==> src/rtl/uart_receptor_if.sv <==
// Receive-side output bundle of the UART receiver: received word, done strobe and framing flag.
interface uart_receptor_if #(
  parameter int N_BITS = 8
);
  logic [N_BITS-1:0] o_dout;
  logic              o_rx_done_tick;
  logic              o_frame_error;

  modport master (
    output o_dout,
    output o_rx_done_tick,
    output o_frame_error
  );

  modport slave (
    input o_dout,
    input o_rx_done_tick,
    input o_frame_error
  );
endinterface

==> src/rtl/uart_receptor.sv <==
// 8N1-style UART receiver driven by an N_TICKS-per-bit oversampling strobe.
// Optional macro UART_RX_MAJORITY_VOTE_EN: 2-of-3 vote on data and stop bit samples.
module uart_receptor #(
  parameter int N_BITS  = 8,
  parameter int N_TICKS = 16
) (
  input  logic            i_clock,
  input  logic            i_reset,
  input  logic            i_s_tick,
  input  logic            i_rx,
  uart_receptor_if.master rxIf
);

  localparam int SW = $clog2(N_TICKS);
  localparam int NW = (N_BITS > 1) ? $clog2(N_BITS) : 1;

  localparam logic [SW-1:0] S_MID_START = SW'(N_TICKS / 2 - 1);
  localparam logic [SW-1:0] S_LAST      = SW'(N_TICKS - 1);
  localparam logic [NW-1:0] N_LAST      = NW'(N_BITS - 1);

  typedef enum logic [2:0] {
    IDLE,
    START,
    DATA,
    STOP,
    BREAK
  } state_e;

  state_e            state_q, state_d;
  logic [SW-1:0]     tickCnt_q, tickCnt_d;
  logic [NW-1:0]     bitCnt_q, bitCnt_d;
  logic [N_BITS-1:0] shiftBuf_q, shiftBuf_d;
  logic [N_BITS-1:0] dout_q, dout_d;
  logic              done_q, done_d;
  logic              frameErr_q, frameErr_d;
  logic              rxMeta_q, rxSync_q;
  logic              rx;
  logic              sampledBit;

  assign rx = rxSync_q;

  // The line idles high, so the synchronizer resets to 1 to avoid a false start bit.
  always_ff @(posedge i_clock or negedge i_reset) begin
    if (!i_reset) begin
      rxMeta_q <= 1'b1;
      rxSync_q <= 1'b1;
    end else begin
      rxMeta_q <= i_rx;
      rxSync_q <= rxMeta_q;
    end
  end

`ifdef UART_RX_MAJORITY_VOTE_EN
  localparam logic [SW-1:0] S_VOTE0 = SW'(N_TICKS - 3);
  localparam logic [SW-1:0] S_VOTE1 = SW'(N_TICKS - 2);

  logic vote0_q, vote0_d;
  logic vote1_q, vote1_d;

  // Two early samples are held; the third is the live line at the commit tick.
  always_comb begin
    vote0_d = vote0_q;
    vote1_d = vote1_q;
    if (i_s_tick && (state_q == DATA || state_q == STOP)) begin
      if (tickCnt_q == S_VOTE0) vote0_d = rx;
      if (tickCnt_q == S_VOTE1) vote1_d = rx;
    end
  end

  always_ff @(posedge i_clock or negedge i_reset) begin
    if (!i_reset) begin
      vote0_q <= 1'b0;
      vote1_q <= 1'b0;
    end else begin
      vote0_q <= vote0_d;
      vote1_q <= vote1_d;
    end
  end

  assign sampledBit = (vote0_q & vote1_q) | (vote0_q & rx) | (vote1_q & rx);
`else
  assign sampledBit = rx;
`endif

  always_ff @(posedge i_clock or negedge i_reset) begin
    if (!i_reset) begin
      state_q    <= IDLE;
      tickCnt_q  <= '0;
      bitCnt_q   <= '0;
      shiftBuf_q <= '0;
      dout_q     <= '0;
      done_q     <= 1'b0;
      frameErr_q <= 1'b0;
    end else begin
      state_q    <= state_d;
      tickCnt_q  <= tickCnt_d;
      bitCnt_q   <= bitCnt_d;
      shiftBuf_q <= shiftBuf_d;
      dout_q     <= dout_d;
      done_q     <= done_d;
      frameErr_q <= frameErr_d;
    end
  end

  always_comb begin
    state_d    = state_q;
    tickCnt_d  = tickCnt_q;
    bitCnt_d   = bitCnt_q;
    shiftBuf_d = shiftBuf_q;
    dout_d     = dout_q;
    done_d     = 1'b0;
    frameErr_d = frameErr_q;

    unique case (state_q)
      IDLE: begin
        if (!rx) begin
          state_d   = START;
          tickCnt_d = '0;
        end
      end

      // A start bit that is high again at its midpoint was only a glitch.
      START: begin
        if (i_s_tick) begin
          if (tickCnt_q == S_MID_START) begin
            if (!rx) begin
              state_d   = DATA;
              tickCnt_d = '0;
              bitCnt_d  = '0;
            end else begin
              state_d = IDLE;
            end
          end else begin
            tickCnt_d = tickCnt_q + SW'(1);
          end
        end
      end

      DATA: begin
        if (i_s_tick) begin
          if (tickCnt_q == S_LAST) begin
            tickCnt_d  = '0;
            shiftBuf_d = {sampledBit, shiftBuf_q[N_BITS-1:1]};
            if (bitCnt_q == N_LAST) begin
              state_d  = STOP;
              bitCnt_d = '0;
            end else begin
              bitCnt_d = bitCnt_q + NW'(1);
            end
          end else begin
            tickCnt_d = tickCnt_q + SW'(1);
          end
        end
      end

      // Leaving at mid stop bit leaves half a bit to catch a back-to-back start edge.
      STOP: begin
        if (i_s_tick) begin
          if (tickCnt_q == S_LAST) begin
            tickCnt_d  = '0;
            done_d     = 1'b1;
            dout_d     = shiftBuf_q;
            frameErr_d = ~sampledBit;
            state_d    = sampledBit ? IDLE : BREAK;
          end else begin
            tickCnt_d = tickCnt_q + SW'(1);
          end
        end
      end

      BREAK: begin
        if (rx) state_d = IDLE;
      end

      default: begin
        state_d = IDLE;
      end
    endcase
  end

  assign rxIf.o_dout         = dout_q;
  assign rxIf.o_rx_done_tick = done_q;
  assign rxIf.o_frame_error  = frameErr_q;

endmodule

==> src/flat_wrapper.sv <==
// flat-port wrapper written by rule: the top's interface ports become plain ports
module uart_receptor_flat 
#(
  parameter int N_BITS  = 8,
  parameter int N_TICKS = 16
)
  (i_clock, i_reset, i_s_tick, i_rx, rxIf_o_dout, rxIf_o_rx_done_tick, rxIf_o_frame_error);
  uart_receptor_if #(.N_BITS(N_BITS)) rxIf_i ();
  input  logic i_clock;
  input  logic i_reset;
  input  logic i_s_tick;
  input  logic i_rx;
  output wire logic [$bits(rxIf_i.o_dout)-1:0] rxIf_o_dout;
  output wire logic [$bits(rxIf_i.o_rx_done_tick)-1:0] rxIf_o_rx_done_tick;
  output wire logic [$bits(rxIf_i.o_frame_error)-1:0] rxIf_o_frame_error;
  assign rxIf_o_dout = rxIf_i.o_dout;
  assign rxIf_o_rx_done_tick = rxIf_i.o_rx_done_tick;
  assign rxIf_o_frame_error = rxIf_i.o_frame_error;
  uart_receptor #(.N_BITS(N_BITS), .N_TICKS(N_TICKS)) u_core (.i_clock(i_clock), .i_reset(i_reset), .i_s_tick(i_s_tick), .i_rx(i_rx), .rxIf(rxIf_i));
endmodule
==> config.mk <==
export PLATFORM = sky130hd
export DESIGN_NAME = uart_receptor_flat
export DESIGN_NICKNAME = d
export VERILOG_FILES = /design/src/rtl/uart_receptor_if.sv /design/src/rtl/uart_receptor.sv /design/src/flat_wrapper.sv
export SDC_FILE = /design/constraint.sdc
export NUM_CORES = 1
export LEC_CHECK = 0
export CAP_MARGIN = 30
export CORE_MARGIN = 2
export CORE_UTILIZATION = 35
export DETAILED_ROUTE_END_ITERATION = 12
export MAX_ROUTING_LAYER = met4
export PLACE_DENSITY_LB_ADDON = 0.12
export SETUP_SLACK_MARGIN = 0.2
export SYNTH_ARGS = -nofsm -noshare
export SYNTH_HDL_FRONTEND = slang
export SYNTH_SLANG_ARGS = --single-unit
==> constraint.sdc <==
create_clock -name i_clock -period 3.1 [get_ports i_clock]
set_clock_uncertainty 0.2 [all_clocks]
set_input_delay 0.465 -clock i_clock [delete_from_list [all_inputs] [get_ports i_clock]]
set_output_delay 0.465 -clock i_clock [all_outputs]
set_load 0.005 [all_outputs]
==> impl_summary.md, run 1 <==
Clocking
The tree is rooted in a sky130_fd_sc_hd__clkbuf_8. Clock-pin slew was measured on the worst setup and hold paths at 0.06 ns. The number of levels the H-tree was split into is 2. The number of setup buffers added after CTS is 0.

Once the clock tree was built, the resizer swapped 0 gates to a different size. Buffers inserted during clock tree synthesis total 5. The clock reaches the later pin of the worst-skew pair after 0.27 ns.

Buffers inserted to repair hold after CTS numbered 0. In this run the deepest clock path goes through 2 buffers. The sink count of the clock tree is 30. The TritonCTS clock tree is done.

Setup path
The worst endpoint required time is 3.06 ns. The critical path start-end classification is reg2reg. The data arrival time of the critical path is 2.15 ns. The endpoint class of the critical path is a register. Along the worst path, the maximum fanout reaches 4. The kind of launch point of the worst setup path is a register.

Floorplan
Measured along the x axis, the die boundary spans 66.7 µm. The number of placement rows is 22. 14 I/O pins were placed.

The die covers 4450 µm². The die span in y is 66.7 µm. The initial utilization of the core area, before any placement, comes to 0.370. The floorplan step defined a core boundary enclosing 3720 µm².

STA
Setup slack closes at 0.910 ns. Measured against its own limit, the worst slew margin works out to 0.712. The peak clock frequency supported by timing is 457 MHz. Setup repair after global routing left no endpoint under its margin. In the finished design, the share of the clock period the worst path needs comes to 0.707. At the pin with the least slew margin, the transition time is 0.432 ns.

Summed over all failing endpoints, the final setup total negative slack is 0 ns. Setup violations remaining at the end of the flow were counted as 0. Counting I/O delays and the setup requirement, the final critical path takes 2.19 ns. The hold violation count in the final report was 0. The max-slew violation count is 0.

Cells and area
The number of antenna diodes in the final layout is 0. The final net count is 134. The sequential cells in the finished layout cover a total of 753 µm². In the final layout, the share of cells above drive strength 1 is 0.289. The area added between synthesis and finish is 20.6%. In the final layout, the multi-input gates occupy 578 µm². Leaving out filler cells and counting taps, the final layout contains 176.

Counting the fill cells in the layout gives 361.

Logic synthesis
The cell area that synthesis handed to floorplanning was 1380 µm². Synthesis handed over a netlist of 109 instances. For this run, asynchronously set or reset flops after synthesis account for 1.00.

The share of the Yosys chip area taken by registers is 0.548. The number of library cell types mapped by synthesis is 34. The post-synthesis cell type with the largest combined area is sky130_fd_sc_hd__dfrtp_1. In the post-synthesis netlist, the cell with the most instances is sky130_fd_sc_hd__dfrtp_1. The most frequently used flop master after synthesis is sky130_fd_sc_hd__dfrtp_1. In the post-synthesis netlist, the biggest area contributors are sky130_fd_sc_hd__dfrtp_1 51%, sky130_fd_sc_hd__mux2_2 13%, sky130_fd_sc_hd__mux2_4 4.4%, sky130_fd_sc_hd__dfstp_2 3.8%, sky130_fd_sc_hd__o21ai_0 2.9%. The share of Yosys cell area claimed by the top area cell type is 0.510. The number of nets handed over by synthesis was 116. The number of enable flip-flop cells after synthesis is 0. By count the netlist is led by 28 x sky130_fd_sc_hd__dfrtp_1, 16 x sky130_fd_sc_hd__mux2_2, 8 x sky130_fd_sc_hd__nor2_1, 8 x sky130_fd_sc_hd__o21ai_0. The mean instance size in the synthesized netlist is 12.6 µm².

The count of synthesis-stage warnings from yosys is 0. Synthesis inferred 30 register bits.

Power
For this design the ratio of total power to cell area is 657 nW/µm². IR analysis of the VDD net gives a maximum drop of 0.270 mV. Summed over all cells, the static leakage comes to 0.000793 µW. The design draws 1090 µW.

Global route
The number of antenna violations at the first check in global routing was 0. The number of global-route vias before repair is 836. Entering global routing, the biggest net connects 31 pins. The global-route wire length before repair is 3860 µm.

The total routing usage reported by global routing is 0.120. For this run the aggregate overflow at the end of global routing stands at 0.

Routing
Once detail routing completed, the nets flagged for antenna violations numbered 0. The via-per-instance ratio is 4.90. The routed design has 2290 µm of wire. The wire length per cell is 13.0 µm.

The number of search-and-repair iterations in the first detailed-routing pass is 4. The number of remaining DRC errors is 0. The via total after detailed routing is 862.

For this block, the initial DRC count from the detailed router was 28.

Job
The number of max-cap violations is 0.

Hold path
In this run the worst hold path is classified as reg2reg.

Placed design
The wire-length estimate of the detail-placed layout is 1580 µm. The count of input and output buffers is 13. The placer's final routability congestion estimate is 0.764.

The worst slack at placement is 0.827 ns. The cell total after placement is 168.

Status
The run finished with clean final reports.
-- cell usage in the layout, fill, tap and decap left out, types with 2 or more instances in the layout --
cell and n:
sky130_fd_sc_hd__and3_1 2, sky130_fd_sc_hd__nor2_1 8, sky130_fd_sc_hd__ha_1 3, sky130_fd_sc_hd__clkbuf_8 5, sky130_fd_sc_hd__inv_1 4, sky130_fd_sc_hd__mux2_2 16
sky130_fd_sc_hd__dfrtp_1 28, sky130_fd_sc_hd__o21ai_0 8, sky130_fd_sc_hd__nand3b_1 2, sky130_fd_sc_hd__nor3_1 4, sky130_fd_sc_hd__clkdlybuf4s50_1 13, sky130_fd_sc_hd__nand2_1 3
sky130_fd_sc_hd__a211o_1 2, sky130_fd_sc_hd__buf_4 2, sky130_fd_sc_hd__mux2_4 4, sky130_fd_sc_hd__clkbuf_1 2, sky130_fd_sc_hd__a21oi_1 2, sky130_fd_sc_hd__dfstp_2 2
-- layer usage --
metal | up-vias | part of all wire | wire [µm] | global-route usage
li1 | 427 | - | - | -
met1 | 414 | 0.51 | 1160 | 0.164
met2 | 19 | 0.44 | 1020 | 0.156
met3 | 2 | 0.042 | 97 | 0.0574
met4 | 0 | 0.0057 | 13 | 0.0383
met5 | - | 0 | 0 | -
-- power breakdown --
part	switching (µW)	internal (µW)	leakage [µW]	total, µW
sequential	61.7	430	0.000401	492
combinational	110	111	0.000339	220
clock	137	240	0.0000524	378
total	309	781	0.000793	1090
-- path summary, 6_finish.rpt --
path                                                 startpoint                             end  slack (ns)  cells past startpoint
worst max-delay path            u_core.tickCnt_q[0]$_DFFE_PN0P_  u_core.bitCnt_q[1]$_DFFE_PN0P_        0.91                      6
worst min-delay path                  u_core.rxMeta_q$_DFF_PN1_             u_core.rx$_DFF_PN1_        0.16                      0
worst max register to register  u_core.tickCnt_q[0]$_DFFE_PN0P_  u_core.bitCnt_q[1]$_DFFE_PN0P_        0.91                      6
worst min register to register        u_core.rxMeta_q$_DFF_PN1_             u_core.rx$_DFF_PN1_        0.16                      0
max in group asynchronous                               i_reset       u_core.rxMeta_q$_DFF_PN1_        2.00                      2
min in group asynchronous                               i_reset  u_core.bitCnt_q[2]$_DFFE_PN0P_        0.37                      2
-- sequential cells by signal (all words and copies together) (netlist names) --
signal / cells
u_core.rxIf.o_dout: 8
u_core.shiftBuf_q: 8
u_core.tickCnt_q: 4
u_core.bitCnt_q: 3
u_core.state_q: 3
u_core.rx: 1
u_core.rxIf.o_frame_error: 1
u_core.rxIf.o_rx_done_tick: 1
u_core.rxMeta_q: 1
-- through the flow --
stage / hold slack [ns] / util / instance area (µm²)
after global routing: 0.159 / 0.446 / 1660
final: 0.156 / 0.446 / 1660
after CTS: 0.157 / 0.446 / 1660
after global placement: 0.147 / 0.418 / 1550
after detailed placement: 0.148 / 0.418 / 1550
after floorplan: -0.0306 / - / 1380
-- layout make-up --
| type | count | share of cell area |
|---|---|---|
| inverters | 4 | 0.00906 |
| repair buffers | 15 | 0.0875 |
| multi-input cells | 71 | 0.349 |
| well taps | 48 | 0.0362 |
| clock inverters | 1 | 0.0181 |
| clock buffers | 7 | 0.0460 |
| flip-flops and latches | 30 | 0.454 |
-- worst max-delay path, cell delays in order, from the launching register on --
cell and delay, ns:
sky130_fd_sc_hd__dfrtp_1 0.40, sky130_fd_sc_hd__ha_1 0.24, sky130_fd_sc_hd__and3_2 0.25, sky130_fd_sc_hd__o21a_1 0.17, sky130_fd_sc_hd__nor3_1 0.29, sky130_fd_sc_hd__or3_4 0.23, sky130_fd_sc_hd__mux2_4 0.29
-- logic make-up (layout without fill, tap and decap cells) --
group                      after synthesis  after routing  share of synthesized area
and+or+nand+nor                         26             26                      0.107
DFF                                     30             30                      0.548
adders and majority gates                3              3                     0.0273
xor gates and xnor gates                 1              1                    0.00637
muxes                                   20             20                      0.175
AOI/OAI and AO/OA                       21             21                      0.105
buffers and inverters                    8             27                     0.0318
Note: power is estimated with default switching activity, not from simulation.
==> inputs of run 2 (changes only) <==
==> constraint.sdc (replaced) <==
create_clock -name i_clock -period 1.8 [get_ports i_clock]
set_clock_uncertainty 0.2 [all_clocks]
set_input_delay 0.27 -clock i_clock [delete_from_list [all_inputs] [get_ports i_clock]]
set_output_delay 0.27 -clock i_clock [all_outputs]
set_load 0.005 [all_outputs]
==> run 2 against run 1 <==
Effect of this change:
- routed wire length grew 17%
- the flow now finishes with violations (setup timing)
- critical path type unchanged
- sequential cell count is the same
- clock-buffer cell count is the same
- final cell count grew 15%
==> impl_summary.md, run 2 (same netlist as run 1, synthesis figures left out) <==
Status
The run finished, with violations left. The final reports fail on setup timing.

Clocking
TritonCTS built the clock tree. The number of hold buffers added after CTS was 0. For the worst-skew pair, the clock arrives at the later sink with an insertion delay of 0.27 ns. CTS built an H-tree with a depth of 2. The clock passes through at most 2 buffers. Clock-pin slew was measured on the worst setup and hold paths at 0.07 ns. The TritonCTS buffer count is 5. Clock tree synthesis selected as its root buffer the cell sky130_fd_sc_hd__clkbuf_8. Clock tree synthesis found a total of 30 sinks.

Global route
The global-route wire length before repair is 4470 µm. The total routing usage reported by global routing is 0.140. The pin count of the biggest net entering global routing is 31. The number of global-route vias before repair is 969. Global routing finished with a remaining overflow of 0. The number of antenna violations at the first check in global routing came to 0.

STA
The max-slew violation count is 0. The hold violation count in the final report is 0. The shortest clock period the worst path allows after layout is 2.01 ns.

The total negative slack for setup checks is -2.24 ns. At the pin with the least slew margin, the transition time is 0.373 ns. Setup repair after global routing could not meet its margin everywhere. The peak clock frequency supported by timing is 498 MHz. The relative slew slack is 0.751. The number of setup violations in the final report is 23.

Once routing completed, OpenROAD measured the worst setup slack at -0.206 ns. Of the available clock period, the critical path in the final layout requires 1.11.

Power
Of the total power, the clock network draws 0.263. The sequential cell fraction of total power is 0.409. The leakage power is 0.00107 µW. The power spent charging and discharging nets is 615 µW. The internal portion of the total power is 1440 µW. Power spread over the standard cell area amounts to 1060 nW/µm². Of the total power, the share spent switching nets is 0.299.

The share of total power dissipated in combinational logic is 0.328. The design draws 2060 µW. The maximum vdd drop is 0.497 mV.

Hold path
In this run the worst hold path is classified as reg2reg. The worst hold path depth is 0.

Floorplan
The floorplan has 22 rows. The die covers 4450 µm². From bottom edge to top edge, the die measures 66.7 µm. From left edge to right edge, the die measures 66.7 µm.

The initial cell density of the core is 0.370. The core region is 3720 µm². The total I/O pin count is 14.

Cells and area
Compared with the post-synthesis result, the final layout area differs by 40.6%. Of the cells placed in the final design, the portion with a size suffix greater than 1 is 0.481. Leaving out fill and tap cells, the most frequent cell in the layout is sky130_fd_sc_hd__dfrtp_1.

For this run, the number of standard cells in the final layout without fillers is 202. The post-layout instance area is 1930 µm². In the layout the commonest cells are 26 x sky130_fd_sc_hd__dfrtp_1, 25 x sky130_fd_sc_hd__buf_4, 16 x sky130_fd_sc_hd__mux2_2. The final net count is 160. 0 antenna diodes ended up in the layout.

Setup path
The endpoint identified for the worst register-to-register timing path is u_core.bitCnt_q[1]$_DFFE_PN0P_. The critical path start-end classification is reg2reg. The kind of launch point of the worst setup path is a register. The worst endpoint required time is 1.76 ns. The most critical setup path has its startpoint at u_core.tickCnt_q[0]$_DFFE_PN0P_. The length in cells of the worst reg-to-reg path is 6.

The peak fanout along the critical path is 4. The endpoint class of the critical path is a register. The worst register-to-register path begins at u_core.tickCnt_q[0]$_DFFE_PN0P_.

The end point of the critical path is u_core.bitCnt_q[1]$_DFFE_PN0P_. The data arrival time of the critical path is 1.97 ns. The register-to-register path setup slack is -0.21 ns.

Placed design
Detailed placement ended at an HPWL of 1830 µm. The placer's final routability congestion estimate is 0.813. The post-detailed-placement cell area is 1740 µm².

The worst slack at placement is -0.255 ns. The count of input and output buffers is 13. The cell total after placement is 188.

Routing
The wire length per cell is 13.2 µm. The final route contains 973 vias. In the routed design, unresolved DRC markers number 0. Once detail routing completed, the nets flagged for antenna violations numbered 0. The pre-antenna-repair detailed-routing pass consisted of 4 iterations.

The final wirelength is 2680 µm. The detailed router finished its first iteration with 32 violations. After detailed routing, the number of vias per cell comes to 4.82.

Job
Max-cap violations in this run came to 0.
==> run 2: cell type report <==
class / instances / area [µm²]
clock buffers: 7 / 86.3
clock inverters: 1 / 5.00
fillers: 329 / 1780
inverters: 4 / 15.0
multi-input cells: 71 / 648
flip-flops and latches: 30 / 756
well taps: 48 / 60.1
repair buffers: 41 / 363
==> run 2: metal layers <==
layer | vias up | part of all wire | track usage
li1 | 476 | - | -
met1 | 485 | 0.48 | 0.178
met2 | 12 | 0.48 | 0.213
met3 | 0 | 0.037 | 0.0456
met4 | 0 | 0 | 0.0459
met5 | - | 0 | -
==> run 2: how the worst min path moves through the flow <==
stage / startpoint / endpoint / slack, ns
finish: u_core.rxMeta_q$_DFF_PN1_ / u_core.rx$_DFF_PN1_ / 0.16
global route: u_core.rxMeta_q$_DFF_PN1_ / u_core.rx$_DFF_PN1_ / 0.16
CTS: u_core.rxMeta_q$_DFF_PN1_ / u_core.rx$_DFF_PN1_ / 0.16
detailed placement: u_core.rxMeta_q$_DFF_PN1_ / u_core.rx$_DFF_PN1_ / 0.15
global placement: u_core.rxMeta_q$_DFF_PN1_ / u_core.rx$_DFF_PN1_ / 0.15
floorplan: i_reset / u_core.bitCnt_q[0]$_DFFE_PN0P_ / -0.23
==> run 2: power groups by stage <==
stage	logic [µW]	registers, µW	clock network, µW
floorplan	395	799	0
global placement	598	834	0
detailed placement	607	840	0
CTS	645	837	570
global route	752	853	598
finish	675	841	540
==> run 2: critical path: stages (launching register included) <==
cell,delay (ns)
sky130_fd_sc_hd__dfrtp_1,0.40
sky130_fd_sc_hd__ha_4,0.17
sky130_fd_sc_hd__and3_4,0.21
sky130_fd_sc_hd__o21a_1,0.16
sky130_fd_sc_hd__nor3_4,0.05
sky130_fd_sc_hd__or3_4,0.41
sky130_fd_sc_hd__mux2_4,0.31
==> run 2: metrics by stage <==
stage	util	hold WS, ns
2_1_floorplan	-	-0.226
3_3_place_gp	0.468	0.149
3_5_place_dp	0.468	0.149
4_1_cts	0.505	0.158
5_1_grt	0.520	0.159
6_report	0.520	0.157
==> run 2: timing repair <==
item | in CTS | in global routing
pin swaps | 7 | 2
buffers inserted | 4 | 1
endpoints found under the setup margin | 29 | 35
resized for setup | 14 | 13
cloned | 0 | 1
==> inputs of run 3 (changes only) <==
--- a/config.mk
+++ b/config.mk
@@ -12,6 +12,7 @@
 export MAX_ROUTING_LAYER = met4
 export PLACE_DENSITY_LB_ADDON = 0.12
 export SETUP_SLACK_MARGIN = 0.2
+export SKIP_CTS_REPAIR_TIMING = 1
 export SYNTH_ARGS = -nofsm -noshare
 export SYNTH_HDL_FRONTEND = slang
 export SYNTH_SLANG_ARGS = --single-unit
==> run 3 against run 2 <==
Effect of this change:
- the run still ends with setup timing left
- combinational power fell by 2%
- hold slack about the same
- worst setup slack got worse by 0.0059 ns
- fmax fell by 0.30%
- sequential cell count stayed put
- critical path depth is the same
- total power fell by 0.69%
- register-to-register slack barely moved
- sequential share of layout area grew 0.31 points
- die area is the same
- global-route usage is 0.33 points lower
- critical endpoint unchanged
==> impl_summary.md, run 3 (same netlist as run 1, synthesis figures left out) <==
Hold path
The worst hold path depth is 0. The path with the worst hold slack has its endpoint at u_core.rx$_DFF_PN1_. In this run the worst hold path is classified as reg2reg.

The hold path startpoint is u_core.rxMeta_q$_DFF_PN1_.

STA
The hold violation count in the final report was 0. Across all hold checks on the routed design, the worst slack comes to 0.157 ns. Setup violations remaining at the end of the flow were counted as 22. The relative slew slack is 0.752. The post-layout worst setup margin is -0.212 ns. Setup repair after global routing could not meet its margin everywhere. The peak clock frequency supported by timing is 497 MHz. The final worst-path cycle share is 1.12.

The max-slew violation count is 0. The slew at the pin closest to its max-slew limit is 0.372 ns. The smallest clock period supported by the final layout is computed as 2.01 ns.

Placed design
The placer's final routability congestion estimate is 0.813. The sum of net half-perimeters after detailed placement is 1830 µm. Input and output buffers added on the ports amount to 13. In this run the cell area measured after placement is 1740 µm².

Clocking
The H-tree was split into 2 levels. TritonCTS built the clock tree. The clock-pin slew reported for the worst setup and hold paths after clock tree synthesis is 0.07 ns.

The later pin in the worst-skew pair is clocked with a latency of 0.27 ns. The buffer levels on the longest clock path is 2. The clock drives 30 sinks. Buffers inserted during clock tree synthesis total 5. The clock tree root buffer cell is sky130_fd_sc_hd__clkbuf_8.

Global route
The number of global-route vias before repair is 924. The pin count of the biggest net entering global routing is 31. The global-route wire length before repair is 4320 µm. The total routing usage reported by global routing is 0.137. After global routing the overflow that remains totals 0.

The number of antenna violations at the first check in global routing is 0.

Cells and area
Across the whole layout, storage elements account for 756 µm². The antenna diode count is 0. The multi-input combinational cells in the finished layout cover a total of 648 µm². In the layout the commonest cells are 26 x sky130_fd_sc_hd__dfrtp_1, 22 x sky130_fd_sc_hd__buf_4, 16 x sky130_fd_sc_hd__mux2_2. The post-layout instance area is 1920 µm². The proportion of layout cells with a drive suffix above 1 is 0.470. Leaving out fill and tap cells, the most frequent cell in the layout is sky130_fd_sc_hd__dfrtp_1. Counting the fill cells in the layout gives 332. The share of the core filled with cells in the final layout is 0.516. The area added between synthesis and finish is 39.5%. The final net count is 157.

Floorplan
The initial cell density of the core is 0.370. The total area inside the core boundary comes to 3720 µm². The die span in y is 66.7 µm. The number of placement rows is 22. Measured along the x axis, the die boundary spans 66.7 µm. The total I/O pin count is 14. The full die area is 4450 µm².

Setup path
The largest single stage delay on the critical path is 0.40 ns. The worst register-to-register path begins at u_core.tickCnt_q[1]$_DFFE_PN0P_. Walking the worst path, the cells encountered are ha_4 > and3_4 > o21a_1 > nor3_4 > or3_4 > mux2_4. The critical path start-end classification is reg2reg.

The data arrival time of the critical path is 1.98 ns. The register-to-register path setup slack is -0.21 ns. STA puts the critical path data required time at 1.76 ns. The length in cells of the worst reg-to-reg path is 6.

The endpoint class of the critical path is a register. The peak fanout along the critical path is 4. The largest individual stage delay along the critical path comes from the cell sky130_fd_sc_hd__dfrtp_1. The kind of launch point of the worst setup path is a register. The endpoint identified for the worst register-to-register timing path is u_core.bitCnt_q[1]$_DFFE_PN0P_.

Power
The power density over cell area is 1060 nW/µm². The leakage power is 0.00107 µW. The maximum vdd drop is 0.475 mV.

Routing
The number of remaining DRC errors is 0. Detailed routing inserted a total of 962 vias. The count of routing violations after the opening detailed-route iteration is 38. The detail route stage leaves a number of antenna-violating nets equal to 0.

The wire length per cell is 13.4 µm. The via-per-instance ratio is 4.83. The first detailed-routing pass took 4 iterations.

The final wirelength is 2670 µm.

Status
The run finished, with violations left. The final reports fail on setup timing.

Job
The number of max-cap violations is 0.
run 3: cell types whose count changed in the layout (fill, tap and decap cells not counted), sizes merged:
cell          change
dlygate4sd2       -2
dlymetal6s2s      +2
buf               -3
run 3: how the worst max path moves through the flow:
stage,endpoint,slack [ns],startpoint,cells past startpoint
finish,u_core.bitCnt_q[1]$_DFFE_PN0P_,-0.21,u_core.tickCnt_q[1]$_DFFE_PN0P_,6
global route,u_core.bitCnt_q[2]$_DFFE_PN0P_,-0.27,u_core.tickCnt_q[1]$_DFFE_PN0P_,6
CTS,u_core.state_q[0]$_DFFE_PN0P_,-0.21,u_core.bitCnt_q[0]$_DFFE_PN0P_,7
detailed placement,u_core.state_q[0]$_DFFE_PN0P_,-0.26,i_s_tick,5
global placement,u_core.state_q[0]$_DFFE_PN0P_,-0.23,i_s_tick,5
floorplan,u_core.state_q[0]$_DFFE_PN0P_,-0.12,u_core.tickCnt_q[0]$_DFFE_PN0P_,6
run 3: layer usage:
metal	global-route usage	vias up	part of all wire
met5	-	-	0
met4	0.0459	0	0
li1	-	470	-
met3	0.0456	0	0.038
met2	0.203	12	0.48
met1	0.177	480	0.48
run 3: worst max-delay path, delay by kind of cell, from the launching register on:
family | cells | cell delay, ns
compound gates | 1 | 0.16
flops | 1 | 0.40
simple gates | 3 | 0.66
mux | 1 | 0.30
fa+ha+maj | 1 | 0.17
run 3: per-stage QoR:
stage / std cells / setup slack, ns / setup TNS, ns / total power (µW)
after global routing: 199 / -0.273 / -3.84 / 2190
final: 199 / -0.212 / -2.17 / 2040
after CTS: 196 / -0.209 / -2.45 / 2010
after floorplan: 109 / -0.119 / -0.468 / 1190
after detailed placement: 188 / -0.255 / -3.93 / 1450
after global placement: 188 / -0.230 / -3.61 / 1430
run 3: area by class of cell:
type                            count  area share
Clock buffer                        7      0.0450
Clock inverter                      1     0.00261
Inverter                            4     0.00783
Multi-Input combinational cell     71       0.338
Sequential cell                    30       0.394
Tap cell                           48      0.0313
Timing Repair Buffer               38       0.181
run 3: report_power, final:
part	internal [µW]	total (µW)	leakage, µW	switching [µW]
combinational	377	659	0.000625	282
clock	308	542	0.0000482	234
sequential	745	841	0.000399	96.1
